File: config.mk
export PLATFORM = sky130hd
export DESIGN_NAME = vram_arbiter
export DESIGN_NICKNAME = d
export VERILOG_FILES = /design/src/rtl/vram_pkg.sv /design/src/rtl/vram_clr_seq.sv /design/src/rtl/vram_arbiter.sv
export SDC_FILE = /design/constraint.sdc
export NUM_CORES = 1
export LEC_CHECK = 0
export BUFFER_PORTS_ARGS = -buffer_cell sky130_fd_sc_hd__clkbuf_2
export CAP_MARGIN = 25
export CORE_MARGIN = 2
export CORE_UTILIZATION = 45
export DETAILED_ROUTE_END_ITERATION = 16
export PLACE_DENSITY = 0.82
export SKIP_LAST_GASP = 1
export SYNTH_ARGS = -nofsm -noshare
export SYNTH_HDL_FRONTEND = slang
export SYNTH_SLANG_ARGS = --single-unit
File: constraint.sdc
create_clock -name iClk_50 -period 6.4 [get_ports iClk_50]
set_input_delay 0.64 -clock iClk_50 [delete_from_list [all_inputs] [get_ports iClk_50]]
set_output_delay 0.64 -clock iClk_50 [all_outputs]
set_load 0.005 [all_outputs]
File: src/rtl/vram_pkg.sv
// vram_pkg: shared constants and access tags for the video RAM arbiter
package vram_pkg;
    localparam int DEF_H_RES  = 640;
    localparam int DEF_V_RES  = 480;
    localparam int DEF_ADDR_W = 19;
    localparam int DEF_DATA_W = 12;
    localparam int FRAME_PIX  = DEF_H_RES * DEF_V_RES;
    typedef enum logic [2:0] {NONE, SCAN, SCAN_OOR, HOST_RD, WR} tag_e;
endpackage

File: src/rtl/vram_clr_seq.sv
// vram_clr_seq: full-frame clear sequencer writing a latched value to every pixel address
module vram_clr_seq
    import vram_pkg::*;
#(
    parameter int ADDR_W = DEF_ADDR_W,
    parameter int DATA_W = DEF_DATA_W,
    parameter int PIX    = FRAME_PIX
) (
    input  logic              clk,
    input  logic              rst,
    input  logic              start,
    input  logic [DATA_W-1:0] start_data,
    input  logic              grant,
    output logic              req,
    output logic              busy,
    output logic [ADDR_W-1:0] addr,
    output logic [DATA_W-1:0] data
);
    typedef enum logic {IDLE, CLEAR} state_e;
    state_e state;

    assign req = state == CLEAR;

    always_ff @(posedge clk) begin
        if (rst) begin
            state <= IDLE;
            busy  <= 1'b0;
            addr  <= '0;
            data  <= '0;
        end else if (state == IDLE) begin
            if (start) begin
                state <= CLEAR;
                busy  <= 1'b1;
                addr  <= '0;
                data  <= start_data;
            end
        end else if (grant) begin
            addr <= addr + 1'b1;
            if (addr == ADDR_W'(PIX - 1)) begin
                state <= IDLE;
                busy  <= 1'b0;
            end
        end
    end
endmodule

File: src/rtl/vram_arbiter.sv
// vram_arbiter: shares one sync-read video RAM between scan-out, host port and frame clear
module vram_arbiter
    import vram_pkg::*;
#(
    parameter int H_RES  = DEF_H_RES,
    parameter int V_RES  = DEF_V_RES,
    parameter int ADDR_W = DEF_ADDR_W,
    parameter int DATA_W = DEF_DATA_W
) (
    input  logic              iClk_50,
    input  logic              iRst,
    input  logic              iScanReq,
    input  logic [9:0]        iScanRow,
    input  logic [9:0]        iScanCol,
    output logic              oScanValid,
    output logic [DATA_W-1:0] oScanData,
    input  logic              iHostValid,
    output logic              oHostReady,
    input  logic              iHostWe,
    input  logic [ADDR_W-1:0] iHostAddr,
    input  logic [DATA_W-1:0] iHostWData,
    output logic              oHostRValid,
    output logic [DATA_W-1:0] oHostRData,
    input  logic              iClrStart,
    input  logic [DATA_W-1:0] iClrData,
    output logic              oClrBusy,
    output logic              oMemEn,
    output logic              oMemWe,
    output logic [ADDR_W-1:0] oMemAddr,
    output logic [DATA_W-1:0] oMemWData,
    input  logic [DATA_W-1:0] iMemRData
);
    logic              scan_in, clr_req, clr_grant, host_go, nxt_en, nxt_we;
    logic [ADDR_W-1:0] scan_addr, clr_addr, nxt_addr;
    logic [DATA_W-1:0] clr_data, nxt_wd;
    tag_e              nxt_tag, tag1, tag2;

    // out-of-frame scan requests leave the RAM slot free but still return a zero pixel
    assign scan_in    = iScanReq && iScanRow < 10'(V_RES) && iScanCol < 10'(H_RES);
    assign scan_addr  = ADDR_W'(iScanRow * H_RES + iScanCol);
    assign oHostReady = !iRst && !iScanReq && !clr_req;
    assign clr_grant  = clr_req && !scan_in;
    assign host_go    = iHostValid && oHostReady;

    assign nxt_en   = scan_in || clr_req || host_go;
    assign nxt_we   = !scan_in && (clr_req || (host_go && iHostWe));
    assign nxt_addr = scan_in ? scan_addr : clr_req ? clr_addr : iHostAddr;
    assign nxt_wd   = clr_req ? clr_data : iHostWData;
    assign nxt_tag  = iScanReq ? (scan_in ? SCAN : SCAN_OOR) :
                      clr_req  ? WR :
                      host_go  ? (iHostWe ? WR : HOST_RD) : NONE;

    vram_clr_seq #(.ADDR_W(ADDR_W), .DATA_W(DATA_W), .PIX(H_RES * V_RES)) u_clr (
        .clk       (iClk_50),
        .rst       (iRst),
        .start     (iClrStart),
        .start_data(iClrData),
        .grant     (clr_grant),
        .req       (clr_req),
        .busy      (oClrBusy),
        .addr      (clr_addr),
        .data      (clr_data)
    );

    // tag1 rides with the RAM command, tag2 with the returned read data
    always_ff @(posedge iClk_50) begin
        if (iRst) begin
            oMemEn      <= 1'b0;
            oMemWe      <= 1'b0;
            oMemAddr    <= '0;
            oMemWData   <= '0;
            tag1        <= NONE;
            tag2        <= NONE;
            oScanValid  <= 1'b0;
            oScanData   <= '0;
            oHostRValid <= 1'b0;
            oHostRData  <= '0;
        end else begin
            oMemEn      <= nxt_en;
            oMemWe      <= nxt_we;
            oMemAddr    <= nxt_addr;
            oMemWData   <= nxt_wd;
            tag1        <= nxt_tag;
            tag2        <= tag1;
            oScanValid  <= tag2 == SCAN || tag2 == SCAN_OOR;
            oScanData   <= tag2 == SCAN ? iMemRData : '0;
            oHostRValid <= tag2 == HOST_RD;
            if (tag2 == HOST_RD) oHostRData <= iMemRData;
        end
    end
endmodule

==> key figures <==
Outcome
  – Status: finished, final reports clean

Route
  – Post-DRT Antenna Nets: 0
  – Detailed Route WL: ~11000 um
  – Vias per cell: 5.22
  – Initial DRT Pass Iterations: 5
  – Mean routed wirelength per cell: between 10 and 15 um
  – DRC violations left: 0
  – Routed via count: 3998
  – Initial DRC count: 208

STA
  – Slew margin rel.: 32.6%
  – Max-slew violations: 0
  – Post-route clock period utilization: between 40% and 50%
  – Fin worst setup slack: 3.52 ns
  – Period minus WS final: around 2.9 ns
  – Number of hold violations in the final report: 0
  – Worst Tran Pin Value: slightly above 1 ns
  – Setup TNS: 0 ns
  – RSZ-0062 raised after global routing: no
  – Setup-failing EPs final: 0
  – Max Freq: 0.347 GHz
  – Final hold slack: 0.456 ns
  – Skew final: 0.0137 ns

Power and ir drop
  – Comb power frac: between 15 and 20%
  – Sequential share of power: roughly 50%
  – Leak Pwr: about 2.4 nW
  – Internal power: 0.000924 W
  – Worst vdd ir: ~130 uV
  – Pwr dens: 235 nW/um^2
  – Sw Share: 28.7%
  – Psw: about 0.00037 W
  – Clock power frac: ~33%

Place
  – Placer's final routability congestion estimate: 0.867
  – Dpl ws: 3.17 ns
  – Post-DP HPWL: slightly above 8000 um
  – Port Buf Inserts: between 100 and 150

Setup path
  – Endpoint arrival time on the critical path: between 3 and 4 ns
  – CP required: between 6 and 7 ns
  – Critical path endpoint category: flip-flop
  – Max FO, Critical Path: 4
  – Critical Path Source Type: primary input
  – Crit Path Class: primary input to flip-flop

Global routing
  – Largest net degree at the start of global routing: 84
  – Total track usage: 20.6%
  – Initial antenna violation count: 0
  – Vias in the first global route: 3867
  – Grt ovf: 0
  – Global-route wire length before repair: 18300 um

Yosys
  – Yosys reg bits: 98
  – Area leader, netlist: dfxtp_1
  – EDFF count, synth: 0
  – Leading post-synthesis cells by cell area: dfxtp_1 (44%), mux2i_1 (6.2%), ha_1 (5.6%)
  – Synthesized area: between 4000 and 5000 um^2
  – Post-Syn Instances: approximately 500
  – Netlist cell types: 57
  – Post-synth ARST share: 0%
  – Syn avg cell area: about 9 um^2
  – Synth top cells by count: dfxtp_1 (98), nand2_1 (63), nor2_1 (55)
  – Top_reg_cell synth: dfxtp_1
  – Register area share after synthesis: between 40% and 50%
  – Most numerous cell in the Yosys netlist: dfxtp_1
  – Yosys synthesis warning count: 0
  – Syn nets: between 600 and 700
  – Share of the synthesized area in the top cell type: roughly 44%

Floorplan
  – Die area: between 10000 and 15000 um^2
  – Total core area: 9730 um^2
  – Placement row count: 36
  – Die Ht: ~100 um
  – Chip width: about 100 um
  – Num ports: about 140
  – Starting Density: approximately 46%

Clocking
  – H-tree Lvls: 3
  – CTS resizes: 0
  – CTS sink cnt: 98
  – Worst skew pair latency: around 0.37 ns
  – Post-CTS Setup Bufs: 0
  – Clock Tree Buf Depth: 2
  – Root buf cell: clkbuf_8
  – Num CTS Buffers: 9
  – Clock slew at reported path FFs: 0.10 ns
  – CTS tree: yes
  – Hold-fix buffers, CTS: 0

Final layout
  – Area delta synth->final: 22.5%
  – Layout cell share with drive strength beyond 1: between 20 and 30%
  – # fillers: about 900
  – Antenna cells: 0
  – Final #Nets: between 700 and 800
  – Area of the multi-input gates: between 2000 and 2500 um^2
  – Register Area: 1960 um^2

Hold path
  – Hold Path Class: flip-flop to flip-flop

Flow run
  – Max Cap Viol: 0
kinds of logic after synthesis:
family          count (synthesis)  synth area share, %
compound gates                 96                 14.6
xor+xnor                       20                 3.89
buf+inv                        31                 2.75
mux                            29                 6.48
flops                          98                 43.6
simple gates                  202                 22.2
fa+ha+maj                      22                 6.45
cell usage in the layout (no fill, tap or decap), types with 2 or more instances in the layout:
master,n
and3b_1,2
clkbuf_2,141
nor3_1,10
clkbuf_8,9
inv_1,5
nand2b_1,3
nand2_1,63
buf_4,4
fa_1,2
a21oi_1,40
and3_1,7
xnor2_1,9
nand3_1,11
nor2_1,55
nor3b_1,2
o21ai_0,7
dfxtp_1,97
a211oi_1,19
a211oi_2,4
mux2i_1,28
ha_1,20
a21o_1,4
inv_6,3
and2_1,13
o21a_1,4
or3_1,4
or2_1,2
o21ba_2,2
xor2_1,11
nor2b_1,11
nand4_1,8
routing by layer:
metal / GRT usage, % / part of all wire, %
met1: 25.9 / 45
met2: 35.0 / 48
met3: 4.01 / 5.0
met4: 7.72 / 2.1
met5: 0 / 0
flip-flops by register name, summed over array words and instances, names as in the netlist:
name	cells
oScanData	12
u_clr.addr	19
oHostRData	12
tag2	3
oMemEn	1
oHostRValid	1
oMemAddr	19
u_clr.req	1
u_clr.data	12
oMemWData	12
oScanValid	1
tag1	3
oMemWe	1
u_clr.busy	1
area by class of cell:
class,instances,area share (%)
Inverter,5,0.340
Sequential cell,98,35.6
Clock inverter,7,1.68
Timing Repair Buffer,145,13.3
Clock buffer,9,2.25
Tap cell,133,3.02
Multi-Input combinational cell,369,43.8
power groups by stage:
stage                     clock (W)  sequential, W  combinational (W)
after floorplan                   0       0.000658           0.000145
after CTS                  0.000438       0.000647           0.000221
after detailed placement          0       0.000661           0.000220
after global routing       0.000464       0.000649           0.000246
after global placement            0       0.000660           0.000212
final                      0.000428       0.000647           0.000221
worst max-delay path, cell delays in order:
cell and delay (ns):
clkbuf_2 0.11, ha_1 0.30, ha_1 0.24, fa_1 0.41, a211o_1 0.35, and3_4 0.20
o311ai_2 0.38, o2111ai_2 0.19, xnor2_1 0.16, o31ai_2 0.18
final timing paths:
kind	start	cells past startpoint	slack [ns]	end
worst min register to register	tag1[2]$_SDFF_PP0_	1	0.46	tag2[2]$_SDFF_PP0_
worst max register to register	u_clr.req$_SDFF_PP0_	5	4.19	u_clr.addr[17]$_SDFFE_PP0P_
worst max-delay path	iScanRow[1]	10	3.52	oMemAddr[18]$_SDFF_PP0_
worst min-delay path	tag1[2]$_SDFF_PP0_	1	0.46	tag2[2]$_SDFF_PP0_
per-stage QoR:
stage | utilization [%] | cells | cell area, um^2 | total power [W]
after CTS | 56.7 | 766 | 5520 | 0.00131
after detailed placement | 54.5 | 750 | 5300 | 0.000880
after global placement | 54.5 | 750 | 5300 | 0.000872
after global routing | 56.7 | 766 | 5520 | 0.00136
final | 56.7 | 766 | 5520 | 0.00130
after floorplan | - | 498 | 4500 | 0.000803
Power figures use the tool's default switching activity.
